File: src/rtl/cdc_pkg.sv
// Shared types and defaults for the clock-domain-crossing handshake source.
// The source FSM and the bench both refer to these.
package cdc_pkg;

  typedef enum logic [1:0] {
    IDLE   = 2'd0,
    REQ_HI = 2'd1,
    REQ_LO = 2'd2
  } hs_state_e;

  localparam int DEF_DATA_WIDTH     = 16;
  localparam int DEF_SYNC_WIDTH     = 2;
  localparam int DEF_TIMEOUT_CYCLES = 64;

  // Wait-counter width; a disabled timeout still needs a legal 1-bit vector.
  function automatic int cnt_width(input int limit);
    return (limit > 0) ? $clog2(limit + 1) : 1;
  endfunction

endpackage

File: src/rtl/sync_ff.sv
// Multi-stage single-bit synchronizer with an asynchronous active-low clear.
// The output is the last stage.
module sync_ff #(
  parameter int   SYNC_WIDTH = 2,
  parameter logic RESET_VAL  = 1'b0
) (
  input  logic clk_i,
  input  logic rst_ni,
  input  logic d_i,
  output logic q_o
);

  logic [SYNC_WIDTH-1:0] stage;

  always_ff @(posedge clk_i or negedge rst_ni) begin
    if (!rst_ni) begin
      stage <= {SYNC_WIDTH{RESET_VAL}};
    end else begin
      stage[0] <= d_i;
      for (int i = 1; i < SYNC_WIDTH; i++) stage[i] <= stage[i-1];
    end
  end

  assign q_o = stage[SYNC_WIDTH-1];

endmodule

File: src/rtl/cdc_hs_src.sv
// Source side of a 4-phase req/ack handshake: captures one payload per
// transfer, holds it stable, and waits on the synchronized acknowledge.
module cdc_hs_src
  import cdc_pkg::*;
#(
  parameter int DATA_WIDTH     = DEF_DATA_WIDTH,
  parameter int SYNC_WIDTH     = DEF_SYNC_WIDTH,
  parameter int TIMEOUT_CYCLES = DEF_TIMEOUT_CYCLES
) (
  input  logic                  clk_i,
  input  logic                  rst_i,
  input  logic                  valid_i,
  input  logic [DATA_WIDTH-1:0] data_i,
  output logic                  ready_o,
  output logic                  req_o,
  output logic [DATA_WIDTH-1:0] data_o,
  input  logic                  ack_i,
  output logic                  done_o,
  output logic                  timeout_o,
  input  logic                  clr_i
);

  localparam int            CW        = cnt_width(TIMEOUT_CYCLES);
  localparam logic [CW-1:0] CNT_MAX   = '1;
  localparam logic [CW-1:0] CNT_LIMIT = CW'(TIMEOUT_CYCLES);

  logic sync_rst_n;
  logic ack_s;

  // Registered reset keeps the synchronizer clear decoupled from rst_i timing.
  always_ff @(posedge clk_i) sync_rst_n <= ~rst_i;

  sync_ff #(
    .SYNC_WIDTH(SYNC_WIDTH),
    .RESET_VAL (1'b0)
  ) u_ack_sync (
    .clk_i (clk_i),
    .rst_ni(sync_rst_n),
    .d_i   (ack_i),
    .q_o   (ack_s)
  );

  hs_state_e     state, state_nxt;
  logic [CW-1:0] wait_cnt, wait_nxt, wait_inc;
  logic          req_nxt, done_nxt, capture, to_hit, to_fire;

  assign ready_o  = (state == IDLE) && !ack_s;
  assign wait_inc = (wait_cnt == CNT_MAX) ? wait_cnt : wait_cnt + CW'(1);
  assign to_hit   = (TIMEOUT_CYCLES > 0) && (wait_inc == CNT_LIMIT);

  always_ff @(posedge clk_i) begin
    if (rst_i) state <= IDLE;
    else       state <= state_nxt;
  end

  // A real acknowledge edge takes priority over a timeout in the same cycle.
  always_comb begin
    state_nxt = state;
    req_nxt   = req_o;
    wait_nxt  = wait_cnt;
    done_nxt  = 1'b0;
    capture   = 1'b0;
    to_fire   = 1'b0;
    unique case (state)
      IDLE: begin
        if (valid_i && ready_o) begin
          capture   = 1'b1;
          req_nxt   = 1'b1;
          wait_nxt  = '0;
          state_nxt = REQ_HI;
        end
      end
      REQ_HI: begin
        if (ack_s) begin
          req_nxt   = 1'b0;
          wait_nxt  = '0;
          state_nxt = REQ_LO;
        end else begin
          wait_nxt = wait_inc;
          to_fire  = to_hit;
        end
      end
      REQ_LO: begin
        if (!ack_s) begin
          done_nxt  = 1'b1;
          state_nxt = IDLE;
        end else begin
          wait_nxt = wait_inc;
          to_fire  = to_hit;
        end
      end
      default: state_nxt = IDLE;
    endcase
    if (to_fire) begin
      req_nxt   = 1'b0;
      state_nxt = IDLE;
    end
  end

  always_ff @(posedge clk_i) begin
    if (rst_i) begin
      req_o     <= 1'b0;
      data_o    <= '0;
      done_o    <= 1'b0;
      timeout_o <= 1'b0;
      wait_cnt  <= '0;
    end else begin
      req_o    <= req_nxt;
      done_o   <= done_nxt;
      wait_cnt <= wait_nxt;
      if (capture) data_o <= data_i;
      // Set beats clear when both land on the same edge.
      if (to_fire)    timeout_o <= 1'b1;
      else if (clr_i) timeout_o <= 1'b0;
    end
  end

endmodule
File: config.mk
export PLATFORM = sky130hd
export DESIGN_NAME = cdc_hs_src
export DESIGN_NICKNAME = d
export VERILOG_FILES = /design/src/rtl/cdc_pkg.sv /design/src/rtl/sync_ff.sv /design/src/rtl/cdc_hs_src.sv
export SDC_FILE = /design/constraint.sdc
export NUM_CORES = 1
export LEC_CHECK = 0
export ABC_CLOCK_PERIOD_IN_PS = 1550
export BUFFER_PORTS_ARGS = -buffer_cell sky130_fd_sc_hd__buf_2
export CORE_AREA = 4 4 59 61
export DETAILED_ROUTE_END_ITERATION = 8
export DIE_AREA = 0 0 63 65
export PLACE_DENSITY = 0.76
export SYNTH_ARGS = -nofsm -noshare
export SYNTH_HDL_FRONTEND = slang
export SYNTH_HIERARCHICAL = 1
export SYNTH_SLANG_ARGS = --single-unit
File: constraint.sdc
create_clock -name clk_i -period 1.55 [get_ports clk_i]
set_input_delay 0.2325 -clock clk_i [delete_from_list [all_inputs] [get_ports clk_i]]
set_output_delay 0.2325 -clock clk_i [all_outputs]
set_load 0.02 [all_outputs]
* Yosys cells after proc, flatten, opt, wreduce, memory -nomap -nowiden
Cells that the tools add are included.
** Operators by class
- Add/sub/neg operators :: 1
- Eq/ne operators :: 8
- Muxes and demuxes :: 20
- Bitwise logic cells :: 2
- Reduce and logical (&&, ||, !) cells :: 12
** Operators with widths (count)
- 7-bit 2-to-1 mux :: 4
- 7-bit one-hot mux with 3 select lines :: 1
- 7-bit == test, second input constant :: 2
- 1-bit 2-to-1 mux :: 9
- 3-bit AND reduction :: 3
- 7-bit by 1-bit adder with 7-bit output, second input constant :: 1
- 2-bit 2-to-1 mux :: 3
- 2-bit by 1-bit != test with 1-bit output, second input constant :: 3
- 2-bit one-hot mux with 3 select lines :: 1
- 1-bit one-hot mux with 2 select lines :: 2
- 2-bit nonzero test :: 2
- 2-bit OR reduction :: 2
- 3-bit nonzero test :: 1
- 2-bit by 1-bit == test with 1-bit output, second input constant :: 1
- 2-bit == test, second input constant :: 1
- 1-bit logical AND :: 2
- 2-bit zero test :: 1
- 2-bit != test, second input constant :: 1
- 1-bit NOT :: 2
- 1-bit zero test :: 1
** Storage, ports and cells
- Bits in registers :: 31
- Input bits :: 21
- Output and inout port bits :: 20

* Depth between registers and ports, before layout
- Depth in word-level cells :: 6
- Mapped depth :: 7
- Mapped depth without buffers :: 6

* By module
The synthesis kept the hierarchy.
** Modules (own cells, without submodules)
- cdc_hs_src :: instances 1, cells an instance 171, area each 1400.1 um^2, sequential area each 580.6 um^2
- sync_ff :: instances 1, cells an instance 2, area each 50.0 um^2, sequential area each 50.0 um^2

* Worst setup path after synthesis
Ideal clock, no wire load.
- Path type :: reg-to-reg
- Start :: register state[0]
- End :: register wait_cnt[5]
- Setup time :: 0.074 ns
- Arrival time :: 1.753 ns
- Required time :: 1.476 ns
- Slack :: -0.278 ns
- Stages on the path, launching flop included :: 7
- Path buffers :: 0
- Period minus slack after synthesis :: 1.828 ns
- Path through :: dfxtp_1 > inv_1 > ha_1 > nor2b_1 > a211o_1 > or4_1 > a31oi_1
** Between the ends
- Longest elaborated chain between the ends :: 5
- Elaborated cells between the ends (all ways) :: 10
- Classes of those cells :: eq/ne: 4; mux: 1; reduce/logical: 5
** RTL lines
- start: declaration :: line cdc_hs_src.sv:43 : hs_state_e state, state_nxt;
- start signal: assignment :: line cdc_hs_src.sv:53 : else state <= state_nxt;
- 2-bit zero test :: line cdc_hs_src.sv:47, cdc_hs_src.sv:64
- 1-bit logical AND :: line cdc_hs_src.sv:47 : assign ready_o = (state == IDLE) && !ack_s;
- 1-bit logical AND :: line cdc_hs_src.sv:66 : if (valid_i && ready_o) begin
- 2-bit by 1-bit != test with 1-bit output (no source line)
- 3-bit AND reduction (no source line)
- end signal: assignment :: line cdc_hs_src.sv:110 : wait_cnt <= wait_nxt;
- end: declaration :: line cdc_hs_src.sv:44 : logic [CW-1:0] wait_cnt, wait_nxt, wait_inc;
Several ways; a longest one is shown, not always the timed one.
A chain may end at the register's enable or synchronous reset.

* Worst setup path in the final report
- Start :: register state[0]
- End :: register state[1]
** Between the ends
- Longest elaborated chain between the ends :: 5
- Elaborated cells between the ends (all ways) :: 12
- Classes of those cells :: eq/ne: 5; mux: 2; reduce/logical: 5
** RTL lines (line)
- 2-bit zero test :: cdc_hs_src.sv:47, cdc_hs_src.sv:64
- 1-bit logical AND :: cdc_hs_src.sv:47
- 1-bit logical AND :: cdc_hs_src.sv:66
- 2-bit by 1-bit != test with 1-bit output (no source line)
- 3-bit AND reduction (no source line)
Several ways; a longest one is shown, not always the timed one.

==> results.toml <==
[outcome]
status = "finished, violations left"
violations = "setup timing"

[layout]
fill_cells = 219
antenna_cells = 0
drive_gt1_share_pct = 42.0
syn2layout_area_growth_pct = 47.9
multiInputGateArea_sq_um = 921
register_area_sq_um = 639
nNetsFinal = 264
final_cell_mix = "nand2_1, buf_2, dfxtp_1"
fin_cells = 271
final_common_cell = "nand2_1"

[yosys]
ys_types = 38
synth_flop_cell = "dfxtp_1"
ys_seq_elements = 31
ys_seq_area_share_pct = 43.5
async_flop_share_pct = 6.45
netlist_instances = 173
synth-edff-count = 0
syn_avg_cell_area_sq_um = 8.38
syn_area_sq_um = 1450
syn-num-nets = 200
yosys_warnings = 6

[clock_tree]
cts.sinks = 31
numCtsBuffers = 5
clk_latency_ns = 0.33
root_buffer = "clkbuf_4"
cts.path.max_buffers = 2
htreeDepth = 2
cts_tree = "done"
clk_pin_slew_ns = 0.10

[floorplan]
rows = 20
die_w_microns = 63
core_area_sq_um = 2980
pin_count = 41
die-area_sq_um = 4100
initial_core_util_pct = 48.7
dieHeight_microns = 65

[route]
wl_met3_microns = 189
ant_nets = 0
wl_met1_mm = 1.59
routed-wl-met2_mm = 2.36
route.detailed.drc = 0
drt-pass1-iter-count = 4
viasPerCell = 5.62
wl_per_cell_microns = 15.6
drt_iter0_markers = 101
wl_mm = 4.22
top_layer_used = "met4"
vias = 1522

[sta]
finalSetupViolCount = 6
skew_ns = 0.00526
finalCriticalPeriod_ns = 1.64
worst_pin_slew_ns = 0.493
rsz0062_at_grt = "true"
fmax_mhz = 609
fin_hold_ws_ns = 0.00986
period_share_pct = 106
relSlewSlack_pct = 67.1
setup_slack_ns = -0.0913
slew_violations = 0
hold_viol_final = 0

[global_routing]
grt_pass1_vias = 1476
grt_usage_pct = 21.1
antenna_found_initial = 0
grt_pass1_wl_mm = 6.77
grt_start_max_net_pins = 28
overflow = 0

[power_and_ir_drop]
peakVddDrop_v = 0.000621
total_power_mw = 2.53
power_density_nw_per_um2 = 1180
leakage_nw = 0.918

[worst_setup_path]
start_kind = "flop"
cp_max_fo = 4
path_class = "flop to flop"
cp.required_ns = 1.79
arrival_ns = 1.88
end_kind = "flop"

[place]
io_buffers = 40
placed_cells = 255
gp_congestion = 0.910
dpl.hpwl_mm = 2.76
place_ws_ns = -0.250

[job]
cap_violations = 0

[min_path]
hp-class = "flop to async pin"
[Yosys cell counts (3+ instances only)]
cell type	count	area share [%]
mux2i_1	3	2.1
and2_1	3	1.3
nand4_1	3	1.3
nand2_1	43	11
inv_1	3	0.78
nor2_1	3	0.78
nand3_1	6	2.1
nor2b_1	5	2.2
clkbuf_1	8	2.1
o32ai_1	3	1.8
dfxtp_1	29	40
a21oi_1	21	7.2
a31oi_1	4	1.7
ha_1	6	5.2
a211oi_1	3	1.6
[state kept, by name, summed over array words and instances, names as in the netlist]
name and cells:
done_o 1, req_o 1, state 2, wait_cnt 7, sync_rst_n 1, u_ack_sync/stage 2, data_o 16, timeout_o 1
[critical path: stages, from the launching register on]
cell and delay (ns):
dfxtp_4 0.38, inv_4 0.05, ha_4 0.15, buf_4 0.14, mux2i_2 0.24, a2111oi_4 0.08
and4bb_2 0.28, a211oi_2 0.23
[final cells by class]
| type | instances | area share (%) |
|---|---|---|
| tap | 33 | 1.93 |
| sequential | 31 | 29.8 |
| multi-input combinational | 130 | 42.9 |
| clock buffer | 6 | 2.39 |
| inverter | 3 | 0.758 |
| clock inverter | 2 | 1.63 |
| timing repair buffer | 66 | 20.5 |
[power by group]
group / internal (mW) / switching [mW] / total (mW) / leakage, nW
clock network: 0.381 / 0.280 / 0.661 / 0.0482
logic: 0.482 / 0.478 / 0.961 / 0.610
registers: 0.865 / 0.0477 / 0.913 / 0.260
[cells by family (layout without fill, tap and decap cells)]
kind of cell / count (synthesis) / after routing / share of synthesized area [%]
adder cells (fa/ha/maj): 6 / 6 / 5.18
AND/OR/NAND/NOR: 75 / 75 / 25.1
buffers and inverters: 12 / 77 / 3.19
multiplexers: 3 / 3 / 2.07
flip-flops: 31 / 31 / 43.5
AO/OA/AOI/OAI: 46 / 46 / 21.0
[metal layers]
layer / vias to the layer above / track usage (%)
met3: 7 / 6.24
met4: 0 / 6.61
li1: 741 / -
met1: 727 / 23.0
met2: 47 / 39.1
met5: - / 0
[through the flow]
step	TNS [ns]	util [%]	area [sq um]
after detailed placement	-1.03	62.0	1850
after global routing	-0.997	72.0	2140
after global placement	-0.136	62.0	1850
after floorplan	-0.244	-	1480
after CTS	-0.352	68.3	2030
final	-0.406	72.0	2140
[worst paths after layout]
check                           start             endpoint  slack (ns)  cells past startpoint
max reg2reg                  state[0]             state[1]       -0.09                      7
min                        sync_rst_n  u_ack_sync/stage[0]        0.01                      0
min reg2reg                sync_rst_n  u_ack_sync/stage[0]        0.01                      0
min in group clk_i         data_i[15]           data_o[15]        0.13                      3
max in group asynchronous  sync_rst_n  u_ack_sync/stage[1]        1.42                      0
max                          state[0]             state[1]       -0.09                      7
[repair_timing]
item / 4_1_cts / 5_1_grt
hold buffers: 1 / 0
endpoints found under the setup margin: 12 / 14
buffers inserted: 3 / 4
gates cloned: 0 / 0
resized for setup: 18 / 15
pin swaps: 5 / 10
endpoints found under the hold margin: 1 / 0
Power figures use the tool's default switching activity.
